===== src/rtl/stream_width_down.sv =====
// Valid/ready width down-converter: one IN_WIDTH word out as RATIO OUT_WIDTH beats, last beat flagged (MSB-first order with STREAM_WIDTH_DOWN_MSB_FIRST_EN).
// Latency: first beat valid the cycle after the word is accepted; back-to-back words run with no bubble.
// Backpressure: beat held stable while out_ready=0; in_ready only while empty or the last beat is leaving.
module stream_width_down #(
    parameter int IN_WIDTH  = 32,
    parameter int OUT_WIDTH = 8
) (
    input  logic                 clk,
    input  logic                 rst,
    input  logic                 in_valid,
    output logic                 in_ready,
    input  logic [IN_WIDTH-1:0]  in_data,
    output logic                 out_valid,
    input  logic                 out_ready,
    output logic [OUT_WIDTH-1:0] out_data,
    output logic                 out_last
);
    localparam int RATIO = IN_WIDTH / OUT_WIDTH;
    localparam int CNT_W = (RATIO > 1) ? $clog2(RATIO) : 1;
    localparam logic [CNT_W-1:0] LAST_CNT = CNT_W'(RATIO - 1);

    generate
        if (OUT_WIDTH <= 0 || IN_WIDTH <= 0 || (IN_WIDTH % OUT_WIDTH) != 0) begin : g_bad_width
            $error("stream_width_down: IN_WIDTH must be a positive integer multiple of OUT_WIDTH");
        end
    endgenerate

    logic [IN_WIDTH-1:0] hold;
    logic [CNT_W-1:0]    cnt;
    logic                full;
    logic [CNT_W-1:0]    sel;
    logic                last_beat;
    logic                out_fire;
    logic                in_fire;

    assign last_beat = full && (cnt == LAST_CNT);
    assign out_valid = full;
    assign out_last  = last_beat;
    assign out_fire  = out_valid && out_ready;
    // Reloading on the last-beat edge is what removes the inter-word bubble.
    assign in_ready  = !full || (out_fire && last_beat);
    assign in_fire   = in_valid && in_ready;

`ifdef STREAM_WIDTH_DOWN_MSB_FIRST_EN
    assign sel = LAST_CNT - cnt;
`else
    assign sel = cnt;
`endif

    // Output is forced to zero while empty so stale words never leak onto the bus.
    always_comb begin
        out_data = '0;
        for (int i = 0; i < RATIO; i++) begin
            if (full && sel == CNT_W'(i)) begin
                out_data = hold[i*OUT_WIDTH +: OUT_WIDTH];
            end
        end
    end

    always_ff @(posedge clk or posedge rst) begin
        if (rst) begin
            hold <= '0;
            cnt  <= '0;
            full <= 1'b0;
        end else if (in_fire) begin
            hold <= in_data;
            cnt  <= '0;
            full <= 1'b1;
        end else if (out_fire) begin
            if (last_beat) begin
                cnt  <= '0;
                full <= 1'b0;
            end else begin
                cnt <= cnt + CNT_W'(1);
            end
        end
    end
endmodule

===== config.mk =====
export PLATFORM = sky130hd
export DESIGN_NAME = stream_width_down
export DESIGN_NICKNAME = d
export VERILOG_FILES = /design/src/rtl/stream_width_down.sv
export SDC_FILE = /design/constraint.sdc
export NUM_CORES = 1
export LEC_CHECK = 0
export CAP_MARGIN = 20
export CORE_MARGIN = 10
export CORE_UTILIZATION = 52
export DETAILED_ROUTE_END_ITERATION = 16
export PLACE_DENSITY_LB_ADDON = 0.12
export SLEW_MARGIN = 20
export SYNTH_ARGS = -nofsm -noshare
export SYNTH_HDL_FRONTEND = slang
export SYNTH_SLANG_ARGS = --single-unit

===== constraint.sdc =====
create_clock -name clk -period 4.7 [get_ports clk]
set_input_delay 0.94 -clock clk [delete_from_list [all_inputs] [get_ports clk]]
set_output_delay 0.94 -clock clk [all_outputs]
set_load 0.005 [all_outputs]

======== Yosys cells after proc, flatten, opt, wreduce, memory -nomap -nowiden ========
Index checks and enable logic that the tools add are counted.
operators by class
  add/sub/neg operators ................... 1
  equality and inequality tests ........... 3
  muxes and demuxes ....................... 10
  reductions and logical operators ........ 13
operators by type and width
  kind                                           number
  two-way mux 8 bit                              4
  logical AND 1 bit                              7
  two-way mux 2 bit                              3
  == test 2 bit, second input constant           2
  nonzero test 2 bit                             2
  two-way mux 1 bit                              3
  adder 2 x 1 -> 2 bit, second input constant    1
  == test 2 x 1 -> 1 bit, second input constant  1
  zero test 2 bit                                1
  AND reduction 2 bit                            1
  zero test 1 bit                                1
  logical OR 1 bit                               1
storage, ports and cells
  register bits after elaboration ......... 35
  input bits .............................. 36
  output and inout bits ................... 11
  word-level logic and storage cells ...... 30

======== Depth between registers and ports, before layout ========
Gate-level depths: netlist of the first run.
  word-level depth ........................ 7
  depth in mapped cells ................... 7
  depth with buffers taken out ............ 5

======== Worst setup path after synthesis of the first run ========
OpenSTA, ideal clock, no wires.
  path type ............................... register to output
  start point ............................. reg cnt[1]
  end point ............................... out out_data[6]
  arrival time ............................ 1369 ps
  required time ........................... 3760 ps
  slack ................................... 2391 ps
  stages on the path, launching flop included .. 8
  cell sequence ........................... dfrtp_1 inv_1 ha_1 buf_2 nor2b_1 buf_2 a221oi_1 o31ai_1
between the ends
  cells in the longest elaborated chain, start to end .. 6
  elaborated cells on any way between the ends .. 12
RTL lines
  what                             RTL line  source
  start, declared                  29        logic [CNT_W-1:0] cnt;
  start signal, assigned           74        cnt <= cnt + CNT_W'(1);
  zero test 2 bit                  54        if (full && sel == CNT_W'(i)) begin
  logical AND 1 bit                54
  two-way mux 8 bit (3 in series)  54
  two-way mux 8 bit *              54
  end, declared                    15        output logic [OUT_WIDTH-1:0] out_data,
Mark *: on every way between the ends. The rest lies on a longest branch, timed or not.

======== Worst setup path in the final report of the first run ========
Ends and elaborated chain as after synthesis.

==> impl_metrics.py, run 1 <==
metrics = {
    "outcome": {
        "status": "finished, final reports clean",
    },
    "floorplan": {
        "die_area_mm2": 0.00631,
        "die_y_um": 79.4,
        "start_util": 0.546,
        "io_pins": 47,
        "placementRows": 21,
        "die_w_um": 79.4,
        "core_area_mm2": 0.00336,
    },
    "min_path": {
        "hp-class": "register to register",
    },
    "clock_network": {
        "post_cts_buffers": 0,
        "cts_tree": "yes",
        "cts_buffer_depth": 2,
        "htree_levels": 2,
        "cts_inserted_buffers": 5,
        "cts_resized": 0,
        "clk-insertion-delay-late_ns": 0.35,
        "cts_sinks": 35,
        "postCtsHoldBufs": 0,
        "cts_root_buf": "clkbuf_4",
        "clk_pin_slew_ns": 0.12,
    },
    "cells_and_area": {
        "nets": 215,
        "syn2layout_area_growth_pct": 29.6,
        "drive_gt1_frac": 0.256,
        "diodes": 0,
        "num-fill-cells": 259,
        "final_area_mm2": 0.00238,
        "multi_input_area_um2": 863,
        "ff_latch_area_um2": 876,
    },
    "sta": {
        "finalSetupViolations": 0,
        "skew_ns": 0.0195,
        "maxSlewHeadroom": 0.617,
        "finalCritPeriodShare": 0.781,
        "rsz0062_at_grt": "false",
        "worstMarginPinSlew_ns": 0.574,
        "period_minus_slack_ns": 3.67,
        "finalSetupTns_ns": 0,
        "slew_viol_final": 0,
        "finalHoldViolCount": 0,
        "fmax_ghz": 0.272,
    },
    "yosys": {
        "synth_nets": 170,
        "synth_top_family_by_area": "multiplexers",
        "syn_inst": 130,
        "synth_top_area_frac": 0.477,
        "syn_area_mm2": 0.00184,
        "yosys_warnings": 0,
        "synthAdderAreaFrac": 0.0272,
        "synth_mux_area_frac": 0.263,
        "synth_compound_area_frac": 0.0872,
        "seq_area_frac_synth": 0.477,
        "yosys-top-cells-area": "dfrtp_1 48%, mux2_4 25%, a221oi_1 3.8%",
        "yosysTopAreaCell": "dfrtp_1",
        "synth_simple_gate_area_share": 0.0926,
        "synth_cell_types": 22,
        "synth_xor_area_frac": 0,
        "synth-seq-cells": 35,
        "syn_area_per_cell_um2": 14.1,
    },
    "pwr": {
        "p_leak_nw": 1.09,
        "intPower_mw": 1.08,
        "p_sw_frac": 0.308,
        "peakVddDrop_mv": 0.459,
        "powerDensity_mw_per_mm2": 656,
        "power.share.combinational": 0.466,
        "p_clk_frac": 0.175,
        "p_sw_uw": 481,
        "power_frac_seq": 0.358,
    },
    "grt": {
        "grt_overflow_total": 0,
        "antenna_found_initial": 0,
        "grt_start_max_net_pins": 36,
        "grt_pass1_vias": 1350,
        "grt_pass1_wl_um": 7020,
        "grt_use_total": 0.140,
    },
    "critical_path": {
        "arrival_ns": 2.73,
        "critPathMaxFanout": 9,
        "required_ns": 3.76,
        "worstSetupEndpointType": "output pin",
        "worst_setup_path_start_kind": "register",
        "crit_type": "register to output pin",
    },
    "flow_run": {
        "cap_violations": 0,
    },
    "detailed_routing": {
        "drtIter0Drc": 88,
        "wl_um": 4200,
        "routed_via_density": 5.47,
        "via_count": 1214,
        "dr.pass1.iters": 4,
        "avgRoutedWirePerCell_um": 18.9,
        "drcViolationCount": 0,
        "detail-route-antenna-nets": 0,
    },
    "place": {
        "place_congestion": 0.791,
        "hpwl_um": 3000,
        "port_buffers": 46,
        "place_area_mm2": 0.00228,
    },
}
-- through the flow --
step                      utilization  worst slack (ns)  instances  hold slack (ns)  total power, mW
after floorplan                     -              2.39        130            0.479             1.02
after global placement          0.677              1.55        214            0.491             1.27
after detailed placement        0.677              1.39        214            0.494             1.29
after CTS                       0.708              1.03        222            0.519             1.57
after global routing            0.708             0.804        222            0.538             1.66
final                           0.708              1.03        222            0.517             1.56
-- synth_stat cells --
library cell  instances
a21bo_4               1
a221oi_1              8
a31oi_1               1
and2_1                1
and2b_2               1
buf_1                 1
buf_12                3
buf_2                 3
clkbuf_1              2
dfrtp_1              35
ha_1                  4
inv_1                 3
mux2_2                2
mux2_4               30
mux2i_1               1
nand2_1               3
nand2_8               1
nand2b_1              3
nand3_1               8
nor2b_1               9
o31ai_1               9
or2b_2                1
-- power groups by stage --
stage	Sequential [mW]	Combinational [mW]	Clock, mW
6_report	0.560	0.729	0.274
5_1_grt	0.577	0.795	0.288
4_1_cts	0.558	0.739	0.275
3_5_place_dp	0.559	0.731	0
3_3_place_gp	0.555	0.713	0
2_1_floorplan	0.518	0.501	0
-- sequential cells by signal, indices dropped and copies added (netlist names) --
name and flops:
out_valid 1, cnt 2, hold 32
-- routing by layer --
metal	vias to the layer above	GRT usage	wire length (µm)	share of wire
met1	601	0.173	1780	0.42
met3	9	0.0484	250	0.060
met4	0	0.0538	72	0.017
met2	43	0.220	2100	0.50
met5	-	0	0	0
li1	561	-	-	-
-- critical path, cell delays in order, from the launching register on --
cell and delay, ns:
dfrtp_1 0.44, inv_1 0.09, ha_1 0.30, nor2b_1 0.51
a221oi_1 0.17, o31ai_1 0.31, clkdlybuf4s50_1 0.56
-- cell families (layout without fill, tap and decap cells) --
| family | count (synthesis) | in the layout |
|---|---|---|
| adders and majority gates | 4 | 4 |
| buffers and inverters | 12 | 58 |
| AOI/OAI and AO/OA | 19 | 19 |
| muxes | 33 | 33 |
| and+or+nand+nor | 27 | 27 |
| DFF | 35 | 35 |
-- cell type report --
type / count / share of cell area
flip-flops and latches: 35 / 0.368
multi-input cells: 83 / 0.363
repair buffers: 47 / 0.197
clock inverters: 3 / 0.0284
well taps: 46 / 0.0242
clock buffers: 5 / 0.0158
inverters: 3 / 0.00473
-- path summary, 6_finish.rpt --
path,startpoint,end,slack [ns],cells after the start
worst max-delay path,cnt[1]$_DFFE_PP0P_,out_data[6],1.03,6
worst min-delay path,hold[31]$_DFFE_PP0P_,hold[31]$_DFFE_PP0P_,0.52,1
worst max register to register,cnt[1]$_DFFE_PP0P_,hold[15]$_DFFE_PP0P_,2.79,4
worst min register to register,hold[31]$_DFFE_PP0P_,hold[31]$_DFFE_PP0P_,0.52,1
max in group asynchronous,rst,hold[6]$_DFFE_PP0P_,3.40,3
min in group asynchronous,rst,hold[30]$_DFFE_PP0P_,0.98,3
-- cell usage in the layout, fill, tap and decap left out, types with 2 or more instances in the layout --
master and n:
a221oi_1 8, bufinv_16 2, clkbuf_4 5, clkdlybuf4s50_1 46, dfrtp_1 35, ha_1 4, inv_1 3, mux2_2 2
mux2_4 30, nand2_1 3, nand2b_1 3, nand3_1 8, nor2b_1 9, o31ai_1 9
Note: power is estimated with default switching activity, not from simulation.
==> run 2: changes to the inputs <==
--- a/config.mk
+++ b/config.mk
@@ -7,7 +7,7 @@
 export LEC_CHECK = 0
 export CAP_MARGIN = 20
 export CORE_MARGIN = 10
-export CORE_UTILIZATION = 52
+export CORE_UTILIZATION = 48
 export DETAILED_ROUTE_END_ITERATION = 16
 export PLACE_DENSITY_LB_ADDON = 0.12
 export SLEW_MARGIN = 20
==> constraint.sdc (replaced) <==
create_clock -name clk -period 3.5 [get_ports clk]
set_input_delay 0.7 -clock clk [delete_from_list [all_inputs] [get_ports clk]]
set_output_delay 0.7 -clock clk [all_outputs]
set_load 0.005 [all_outputs]
==> run 2 against run 1 <==
Compared with the run above:
- register-to-register slack worse by 1.2 ns
- via count is 2.1% lower
- global-route usage is 1.2 points lower
- combinational power is 33% higher
- highest routed layer unchanged
- core utilization is 6.2 points lower
==> impl_metrics.py, run 2 (same netlist as run 1, synthesis figures left out) <==
metrics = {
    "critical_path": {
        "crit_type": "register to output pin",
        "max_stage_delay_ns": 0.57,
        "reg2reg_to": "hold[31]$_DFFE_PP0P_",
        "required_ns": 2.80,
        "r2r_slack_ns": 1.61,
        "slowest_stage": "clkdlybuf4s50_1",
        "critPathMaxFanout": 9,
        "r2r_cells": 4,
        "timing.critical_path.buf_inv": 2,
        "cpLargestDelayFamily": "buffers and inverters",
        "cp_cell_sequence": "inv_1 > ha_1 > nor2b_2 > a221oi_1 > o31ai_1 > clkdlybuf4s50_1",
        "r2r_start": "cnt[0]$_DFFE_PP0P_",
        "arrival_ns": 2.41,
        "worst_setup_path_start_kind": "register",
        "worstSetupEndpointType": "output pin",
    },
    "sta": {
        "finalSetupViolations": 0,
        "fmax_ghz": 0.321,
        "finalCritPeriodShare": 0.890,
        "finalHoldViolCount": 0,
        "period_minus_slack_ns": 3.11,
        "skew_ns": 0.00689,
        "maxSlewHeadroom": 0.561,
        "worstMarginPinSlew_ns": 0.658,
        "finalSetupTns_ns": 0,
        "rsz0062_at_grt": "false",
        "slew_viol_final": 0,
    },
    "floorplan": {
        "start_util": 0.498,
        "placementRows": 22,
        "io_pins": 47,
        "die_y_um": 81.9,
        "die_area_mm2": 0.00670,
        "core_area_mm2": 0.00369,
        "die_w_um": 81.9,
    },
    "clock_network": {
        "cts_sinks": 35,
        "cts_inserted_buffers": 5,
        "post_cts_buffers": 0,
        "postCtsHoldBufs": 0,
        "cts_resized": 0,
        "cts_buffer_depth": 2,
        "cts_tree": "yes",
        "cts_root_buf": "clkbuf_8",
        "htree_levels": 2,
        "clk-insertion-delay-late_ns": 0.28,
        "clk_pin_slew_ns": 0.07,
    },
    "min_path": {
        "hp-start": "hold[27]$_DFFE_PP0P_",
        "hp-class": "register to register",
        "holdPathEnd": "hold[27]$_DFFE_PP0P_",
        "min_path_cells": 1,
    },
    "cells_and_area": {
        "drive_gt1_frac": 0.256,
        "final_area_mm2": 0.00238,
        "fin_cells": 224,
        "final_common_cell": "clkdlybuf4s50_1",
        "largest_reg_flops": 32,
        "nets": 215,
        "syn2layout_area_growth_pct": 29.6,
        "diodes": 0,
        "regMostFlops": "hold",
        "layout_common_cells": "46 x clkdlybuf4s50_1, 35 x dfrtp_1, 30 x mux2_4, 9 x o31ai_1",
    },
    "grt": {
        "grt_start_max_net_pins": 33,
        "grt_pass1_wl_um": 6710,
        "grt_use_total": 0.128,
        "grt_overflow_total": 0,
        "grt_pass1_vias": 1378,
        "antenna_found_initial": 0,
    },
    "detailed_routing": {
        "dr.pass1.iters": 4,
        "avgRoutedWirePerCell_um": 17.9,
        "drtIter0Drc": 76,
        "wl_um": 4000,
        "drcViolationCount": 0,
        "detail-route-antenna-nets": 0,
        "routed_via_density": 5.31,
        "via_count": 1189,
    },
    "pwr": {
        "p_leak_nw": 1.09,
        "peakVddDrop_mv": 0.387,
        "powerDensity_mw_per_mm2": 851,
    },
    "place": {
        "port_buffers": 46,
        "dp.cells": 216,
        "place_area_mm2": 0.00228,
        "place_congestion": 0.749,
        "hpwl_um": 2960,
    },
    "outcome": {
        "status": "finished, final reports clean",
    },
    "flow_run": {
        "cap_violations": 0,
    },
}
[run 2: per-stage QoR]
stage | total power [mW] | hold WS, ns | setup slack [ns] | util
global placement | 1.70 | 0.496 | 0.643 | 0.618
finish | 2.03 | 0.513 | 0.386 | 0.646
floorplan | 1.37 | 0.479 | 1.43 | -
detailed placement | 1.72 | 0.494 | 0.506 | 0.618
CTS | 2.05 | 0.514 | 0.193 | 0.645
global route | 2.18 | 0.526 | 0.159 | 0.646
[run 2: worst max path at each step]
| stage | start | end | slack, ns | cells past startpoint |
|---|---|---|---|---|
| 3_3_place_gp | cnt[1]$_DFFE_PP0P_ | out_data[0] | 0.64 | 6 |
| 2_1_floorplan | cnt[1]$_DFFE_PP0P_ | out_data[6] | 1.43 | 7 |
| 4_1_cts | cnt[1]$_DFFE_PP0P_ | out_data[0] | 0.19 | 6 |
| 5_1_grt | cnt[1]$_DFFE_PP0P_ | out_data[6] | 0.16 | 6 |
| 6_report | cnt[1]$_DFFE_PP0P_ | out_data[5] | 0.39 | 6 |
| 3_5_place_dp | cnt[1]$_DFFE_PP0P_ | out_data[0] | 0.51 | 6 |
[run 2: per-layer routing]
metal | global-route usage | vias up | routed length, µm
li1 | - | 562 | -
met1 | 0.149 | 593 | 1720
met2 | 0.216 | 29 | 2000
met3 | 0.0557 | 5 | 256
met4 | 0.0255 | 0 | 27
met5 | 0 | - | 0
[run 2: report_power, final]
part | switching [mW] | total (mW) | internal (mW)
clock | 0.136 | 0.315 | 0.180
sequential | 0.136 | 0.743 | 0.606
combinational | 0.342 | 0.969 | 0.627
[run 2: layout make-up]
| cell class | instances | area, µm² |
|---|---|---|
| inverters | 3 | 11.3 |
| well taps | 48 | 60.1 |
| multi-input cells | 83 | 866 |
| flip-flops and latches | 35 | 876 |
| clock buffers | 8 | 100 |
| repair buffers | 47 | 468 |
| fillers | 295 | 1310 |
